## config.mk

```make
export PLATFORM = sky130hd
export DESIGN_NAME = cpu_sequencer
export DESIGN_NICKNAME = d
export VERILOG_FILES = /design/src/rtl/cpu_sequencer.sv
export SDC_FILE = /design/constraint.sdc
export NUM_CORES = 1
export LEC_CHECK = 0
export CORE_UTILIZATION = 54
export CTS_CLUSTER_SIZE = 40
export DETAILED_ROUTE_END_ITERATION = 16
export PLACE_DENSITY = 0.95
export SLEW_MARGIN = 20
export SYNTH_ARGS = -nofsm -noshare
export SYNTH_HDL_FRONTEND = slang
export SYNTH_SLANG_ARGS = --single-unit
```

## constraint.sdc

```tcl
create_clock -name clk -period 5.1 [get_ports clk]
set_input_delay 0.51 -clock clk [delete_from_list [all_inputs] [get_ports clk]]
set_output_delay 0.51 -clock clk [all_outputs]
set_load 0.1 [all_outputs]
```

## src/rtl/cpu_sequencer.sv

```systemverilog
// Multi-cycle RV32I control sequencer: fetch/exec/mem/wb over req/ack handshakes, commit strobes, retire count.
// Latency: ALU/branch 2 cycles, store 3, load 4, plus one cycle per memory wait cycle.
// Backpressure: req is held until ack; TIMEOUT unacked req cycles or an illegal opcode halt the core.
module cpu_sequencer #(
    parameter int TIMEOUT = 15,
    parameter int CNT_W   = 32
) (
    input  logic             clk,
    input  logic             nReset,
    input  logic [4:0]       opcode,
    input  logic             decWriteReg,
    input  logic             decWriteRam,
    input  logic             decBranch,
    output logic             imemReq,
    input  logic             imemAck,
    output logic             dmemReq,
    output logic             dmemWe,
    input  logic             dmemAck,
    output logic             irWrite,
    output logic             pcWrite,
    output logic             regWrite,
    output logic [2:0]       state,
    output logic             halted,
    output logic [1:0]       fault,
    output logic [CNT_W-1:0] retired
);

    localparam int WW = $clog2(TIMEOUT + 1);
    localparam logic [WW-1:0] WAIT_LAST = WW'(TIMEOUT - 1);

    localparam logic [4:0] OP_LUI    = 5'b01101;
    localparam logic [4:0] OP_AUIPC  = 5'b00101;
    localparam logic [4:0] OP_JAL    = 5'b11011;
    localparam logic [4:0] OP_JALR   = 5'b11001;
    localparam logic [4:0] OP_BRANCH = 5'b11000;
    localparam logic [4:0] OP_LOAD   = 5'b00000;
    localparam logic [4:0] OP_STORE  = 5'b01000;
    localparam logic [4:0] OP_ALUI   = 5'b00100;
    localparam logic [4:0] OP_ALU    = 5'b01100;

    localparam logic [1:0] F_NONE  = 2'b00;
    localparam logic [1:0] F_FETCH = 2'b01;
    localparam logic [1:0] F_DATA  = 2'b10;
    localparam logic [1:0] F_ILL   = 2'b11;

    typedef enum logic [2:0] {
        S_FETCH = 3'd0,
        S_EXEC  = 3'd1,
        S_MEM   = 3'd2,
        S_WB    = 3'd3,
        S_HALT  = 3'd4
    } state_t;

    state_t            state_q, state_d;
    logic [WW-1:0]     wait_q, wait_d;
    logic [1:0]        fault_q, fault_d;
    logic [CNT_W-1:0]  retired_q;
    logic              legal;
    logic              imem_req, dmem_req, dmem_we, ir_w, pc_w, reg_w, halt;

    // Branch target selection lives in the datapath; the flag is not needed here.
    logic unused_branch;
    assign unused_branch = decBranch;

    always_comb begin
        legal = 1'b0;
        case (opcode)
            OP_LUI, OP_AUIPC, OP_JAL, OP_JALR, OP_BRANCH,
            OP_LOAD, OP_STORE, OP_ALUI, OP_ALU: legal = 1'b1;
            default: legal = 1'b0;
        endcase
    end

    always_ff @(posedge clk) begin
        if (!nReset) begin
            state_q   <= S_FETCH;
            wait_q    <= '0;
            fault_q   <= F_NONE;
            retired_q <= '0;
        end else begin
            state_q <= state_d;
            wait_q  <= wait_d;
            fault_q <= fault_d;
            if (pc_w) retired_q <= retired_q + CNT_W'(1);
        end
    end

    // wait_d defaults to zero so every state change clears the counter.
    always_comb begin
        state_d  = state_q;
        wait_d   = '0;
        fault_d  = fault_q;
        imem_req = 1'b0;
        dmem_req = 1'b0;
        dmem_we  = 1'b0;
        ir_w     = 1'b0;
        pc_w     = 1'b0;
        reg_w    = 1'b0;
        halt     = 1'b0;
        case (state_q)
            S_FETCH: begin
                imem_req = 1'b1;
                if (imemAck) begin
                    ir_w    = 1'b1;
                    state_d = S_EXEC;
                end else if (wait_q == WAIT_LAST) begin
                    state_d = S_HALT;
                    fault_d = F_FETCH;
                end else begin
                    wait_d = wait_q + 1'b1;
                end
            end
            S_EXEC: begin
                if (!legal) begin
                    state_d = S_HALT;
                    fault_d = F_ILL;
                end else if (opcode == OP_LOAD || opcode == OP_STORE) begin
                    state_d = S_MEM;
                end else begin
                    pc_w    = 1'b1;
                    reg_w   = decWriteReg;
                    state_d = S_FETCH;
                end
            end
            S_MEM: begin
                dmem_req = 1'b1;
                dmem_we  = decWriteRam;
                if (dmemAck) begin
                    if (opcode == OP_STORE) begin
                        pc_w    = 1'b1;
                        state_d = S_FETCH;
                    end else begin
                        state_d = S_WB;
                    end
                end else if (wait_q == WAIT_LAST) begin
                    state_d = S_HALT;
                    fault_d = F_DATA;
                end else begin
                    wait_d = wait_q + 1'b1;
                end
            end
            S_WB: begin
                reg_w   = 1'b1;
                pc_w    = 1'b1;
                state_d = S_FETCH;
            end
            S_HALT: begin
                halt = 1'b1;
            end
            default: begin
                state_d = S_FETCH;
            end
        endcase
    end

    // Everything reads zero while reset is held, including the fetch request.
    assign imemReq  = nReset & imem_req;
    assign dmemReq  = nReset & dmem_req;
    assign dmemWe   = nReset & dmem_we;
    assign irWrite  = nReset & ir_w;
    assign pcWrite  = nReset & pc_w;
    assign regWrite = nReset & reg_w;
    assign halted   = nReset & halt;
    assign state    = nReset ? state_q : 3'd0;
    assign fault    = nReset ? fault_q : F_NONE;
    assign retired  = nReset ? retired_q : '0;

endmodule

```

======== After elaboration in Yosys (flattened, before gate mapping) ========
Memory sizes are Yosys's and may differ from the RTL's.
Cells that the tools add are included.
storage, ports and cells
  memory bits (read-only) ................. 32
  memories ................................ 1
  bits of input ports ..................... 12
  output and inout bits ................... 44
  word-level logic and storage cells ...... 64
  flip-flop bits (word level) ............. 41
memory list
  memory           depth  width  read ports  clocked after Yosys merged registers in  wr ports  RTL line  source
  (no name shown)  32     1      1           0                                        0         67        case (opcode)
cells by class
  reduce and logical (&&, ||, !) cells .... 5
  bitwise gates (word level) .............. 7
  eq/ne operators ......................... 11
  add/subtract/negate cells ............... 2
  mux-type cells .......................... 34
operators by type and width
  operator                                        count
  adder 32 x 1 -> 32 bit (second input constant)  1
  two-way mux 32 bit                              1
  two-way mux 2 bit                               8
  two-way mux 3 bit                               5
  two-way mux 1 bit                               12
  two-way mux 4 bit                               3
  one-hot mux 3 bit (4 select lines)              1
  != test 2 bit (second input constant)           5
  one-hot mux 4 bit (2 select lines)              1
  bitwise AND 1 bit                               7
  == test 3 x 2 -> 1 bit (second input constant)  2
  one-hot mux 2 bit (3 select lines)              1
  AND reduction 6 bit                             1
  == test 5 x 4 -> 1 bit (second input constant)  1
  zero test 5 bit                                 1
  adder 4 x 1 -> 4 bit (second input constant)    1
  == test 4 bit (second input constant)           1
  == test 3 x 1 -> 1 bit (second input constant)  1
  == test 3 bit (second input constant)           1
  zero test 3 bit                                 1
  one-hot mux 1 bit (3 select lines)              1
  nonzero test 3 bit                              1
  one-hot mux 1 bit (2 select lines)              1
  logical OR 1 bit                                1

======== Depth between registers and ports, before layout ========
  depth after elaboration ................. 6
  mapped depth ............................ 8
  gate-level depth less buffers ........... 7

======== Worst setup path after synthesis ========
OpenSTA, ideal clock, no wires.
  kind .................................... register to output
  start ................................... reg state_q[2]
  end ..................................... out halted
  setup slack ............................. 0.879 ns
  arrival time ............................ 3.711 ns
  stages on the path, launching flop included .. 4
  path buffers ............................ 1
  path through ............................ dfxtp_1 > clkbuf_1 > and2_1 > nor3b_1
on the way
  word-level cells in the longest chain between the ends .. 3
RTL lines
  item                      RTL line  source
  start: declaration        54        state_t state_q, state_d;
  start signal: assignment  81        state_q <= state_d;
  == test 3 bit             100       case (state_q)
  two-way mux 1 bit         100
  bitwise AND 1 bit         163       assign halted = nReset & halt;
  end: declaration          23        output logic halted,
Every way passes these cells.

======== Final worst setup path ========
  start ................................... in nReset
  end ..................................... out imemReq
on the way
  word-level cells in the longest chain between the ends .. 1
RTL lines
  item                RTL line  source
  start: declaration  9         input logic nReset,
  bitwise AND 1 bit   157       assign imemReq = nReset & imem_req;
  end: declaration    14        output logic imemReq,
Every way passes these cells.

==> results.toml <==
[outcome]
status = "complete, no violations"

[route]
drt-vias-per-instance = 6.29
drtIter0Drc = 256
num_vias = 2616
first_pass_iters = 5
post_drt_wl_per_cell_um = 14.5
routed_wirelength_um = 6050
remaining_drc_errors = 0
ant_nets = 0

[logic_synthesis]
sequential_cell_area_fraction_in_the_yosys_report_pct = 33.0
synth_fp_nets = 335
synth_common_cells = "sky130_fd_sc_hd__dfxtp_1, sky130_fd_sc_hd__a21oi_1, sky130_fd_sc_hd__and2_1, sky130_fd_sc_hd__nor2_1, sky130_fd_sc_hd__clkbuf_1"
synthesis.area_mm2 = 0.00249
synth.lib_cells_used.distinct = 46
synth.yosys.warnings = 0
synth.ff_latch_count = 41
syn-mean-instance-area_um2 = 7.78
async_flop_share_pct = 0
synth.top_cells.by_area = "sky130_fd_sc_hd__dfxtp_1, sky130_fd_sc_hd__and2_1, sky130_fd_sc_hd__a21oi_1"
yosysTopAreaCellShare_pct = 33.0
synthCells = 320
synth-edff-count = 0
dominantRegCellSynth = "sky130_fd_sc_hd__dfxtp_1"
leading_area_contributor_after_synthesis = "sky130_fd_sc_hd__dfxtp_1"
yosys.cell_count.top_type = "sky130_fd_sc_hd__dfxtp_1"

[cells_and_area]
synthToLayoutAreaGrowth_pct = 24.8
fillers = 345
drive_above_1_share_pct = 8.24
insertedDiodeCount = 0
final_nets = 378
post-route-cell-area_mm2 = 0.00311

[floorplan]
die_h_um = 69.9
rows = 24
design.die.area_mm2 = 0.00489
initial_core_util_pct = 56.8
dieWidth_um = 69.9
floorplan_core_area_mm2 = 0.00438
ioPinCount = 56

[sta]
skew_ns = 0.00429
slew_violations = 0
setup_viol_count_final = 0
worst_hold_slack_ns = 0.488
time_the_final_worst_path_needs_with_i_o_delays_and_setup_ns = 3.50
setup_repair_after_global_routing_missed_its_margin = "no"
relSlewSlack_pct = 29.0
finalHoldViolCount = 0
clock.fmax_mhz = 286
tightestPinTransition_ns = 1.06
final.period_utilization_pct = 68.7
tns_ns = 0

[min_path]
worst_hold_startpoint = "wait_q[0]"
min_delay_path_depth = 1
whs_endpoint = "wait_q[0]"
holdCritPathClass = "reg -> reg"

[worst_setup_path]
worst_ep_arrival_time_ns = 2.99
worst_setup_path_start_kind = "primary input"
startpoint = "nReset"
rrSetupSlack_ns = 2.51
setup.worst_path.end_class = "primary output"
critPathRequiredTime_ns = 4.59
number_of_cells_on_the_worst_reg_to_reg_path = 5
criticalPathCategory = "in -> out"
critical_path.max_fanout = 32
crit-reg2reg-capture = "retired_q[24]"
timing.rr.start = "retired_q[8]"

[pwr]
switching_power_uw = 176
share_seq_of_total_power_pct = 51.1
static_leakage_nw = 0.999
ir_drop_mv = 0.177
internal_power_uw = 470
power_density_over_the_cells_mw_per_mm2 = 208
total_power_draw_uw = 645
combinational_cell_fraction_of_total_power_pct = 11.8
sw_frac_of_total_pct = 27.2
power_frac_clock_pct = 37.0

[clocking]
cts-root-buf = "sky130_fd_sc_hd__clkbuf_8"
tritoncts_clock_tree = "yes"
numCtsBuffers = 5
numClockSinks = 41
clk_path_buf_depth = 2
cts.repair.resized = 0
post-cts-setup-buffer-count = 0
hold_buffers = 0
cts.htree.levels = 2
clock_insertion_delay_worst_skew_ns = 0.30
clk_pin_slew_ns = 0.08

[global_route]
grt_busiest_layer = "met2"
grt_pass1_vias = 2294
globalRouteMet1Util_pct = 30.2
grt.total_usage_pct = 24.8
use_met3_pct = 5.48
grt_max_degree = 43
grt_first_pass_wirelength_um = 9920
grt_antenna_before_repair = 0
grt.overflow.total = 0
grt.met2_usage_pct = 42.5

[place]
post_dp_cell_area_mm2 = 0.00300
placement.io_buffers = 54
dp_hpwl_um = 3990
gp_routability_congestion = 0.792

[flow_run]
timing.max_cap.violations = 0
[through the flow]
step | worst slack [ns] | cells | utilization [%]
after floorplan | 0.879 | 320 | -
after global placement | 1.64 | 408 | 68.4
after detailed placement | 1.57 | 408 | 68.4
after CTS | 1.56 | 416 | 70.7
after global routing | 1.43 | 416 | 70.9
final | 1.60 | 416 | 70.9
[power by group through the flow]
stage / registers (mW) / logic (mW) / clock network [mW]
2_1_floorplan: 0.334 / 0.0554 / 0
6_report: 0.330 / 0.0764 / 0.239
4_1_cts: 0.330 / 0.0760 / 0.241
3_5_place_dp: 0.337 / 0.0758 / 0
3_3_place_gp: 0.337 / 0.0740 / 0
5_1_grt: 0.331 / 0.0814 / 0.251
[cell usage in the layout (no fill, tap or decap), types with 2 or more instances in the layout]
master                             n
sky130_fd_sc_hd__clkdlybuf4s50_1  44
sky130_fd_sc_hd__dfxtp_1          41
sky130_fd_sc_hd__a21oi_1          36
sky130_fd_sc_hd__and2_1           31
sky130_fd_sc_hd__nor2_1           23
sky130_fd_sc_hd__nand3_1          15
sky130_fd_sc_hd__nand2_1          15
sky130_fd_sc_hd__o31ai_1          15
sky130_fd_sc_hd__or4_1            15
sky130_fd_sc_hd__o21ai_0          14
sky130_fd_sc_hd__inv_1            13
sky130_fd_sc_hd__buf_4            12
sky130_fd_sc_hd__nand4_1           9
sky130_fd_sc_hd__or3_1             8
sky130_fd_sc_hd__nand4b_1          7
sky130_fd_sc_hd__clkbuf_8          7
sky130_fd_sc_hd__o41ai_1           6
sky130_fd_sc_hd__nand2b_1          5
sky130_fd_sc_hd__nor3_1            5
sky130_fd_sc_hd__and4_1            5
sky130_fd_sc_hd__ha_1              3
sky130_fd_sc_hd__nor3b_1           2
sky130_fd_sc_hd__and3_1            2
sky130_fd_sc_hd__nor2b_1           2
sky130_fd_sc_hd__a211o_1           2
sky130_fd_sc_hd__nand3b_1          2
sky130_fd_sc_hd__nor3_2            2
sky130_fd_sc_hd__a31o_2            2
sky130_fd_sc_hd__xnor2_1           2
sky130_fd_sc_hd__nor4_1            2
[per-layer routing]
metal | wire, µm | vias up
met1 | 2650 | 1238
met4 | 102 | 0
met2 | 2990 | 90
met5 | 0 | -
met3 | 310 | 10
li1 | - | 1278
[cell families after synthesis]
family	count (synthesis)	synth area share, %
compound gates	84	21.7
simple gates	156	37.4
flops	41	33.0
xor+xnor	2	0.704
buf+inv	34	5.68
fa+ha+maj	3	1.51
[worst max-delay path by stage]
stage / to / slack [ns] / cells after the start
finish: imemReq / 1.60 / 6
global route: imemReq / 1.43 / 6
CTS: imemReq / 1.56 / 6
detailed placement: imemReq / 1.57 / 6
global placement: imemReq / 1.64 / 6
floorplan: halted / 0.88 / 3
[registers in the layout (all words and copies together) (netlist names)]
signal,count
retired_q,32
fault_q,2
state_q,3
wait_q,4
[layout make-up]
cell class              count  area (µm²)  area share (%)
clock buffers               7        96.3            3.10
repair buffers             56         531            17.1
multi-input cells         245        1540            49.5
flip-flops and latches     41         821            26.4
inverters                  14        52.6            1.69
well taps                  52        65.1            2.09
clock inverters             1        5.00           0.161
[worst max-delay path, stage by stage]
cell and delay (ns):
sky130_fd_sc_hd__clkdlybuf4s50_1 0.46, sky130_fd_sc_hd__buf_4 0.27, sky130_fd_sc_hd__nand2b_1 0.16, sky130_fd_sc_hd__or2_2 0.31, sky130_fd_sc_hd__nor2_1 0.13, sky130_fd_sc_hd__clkdlybuf4s50_1 1.15
No activity file was read; power rests on OpenSTA's default activity.
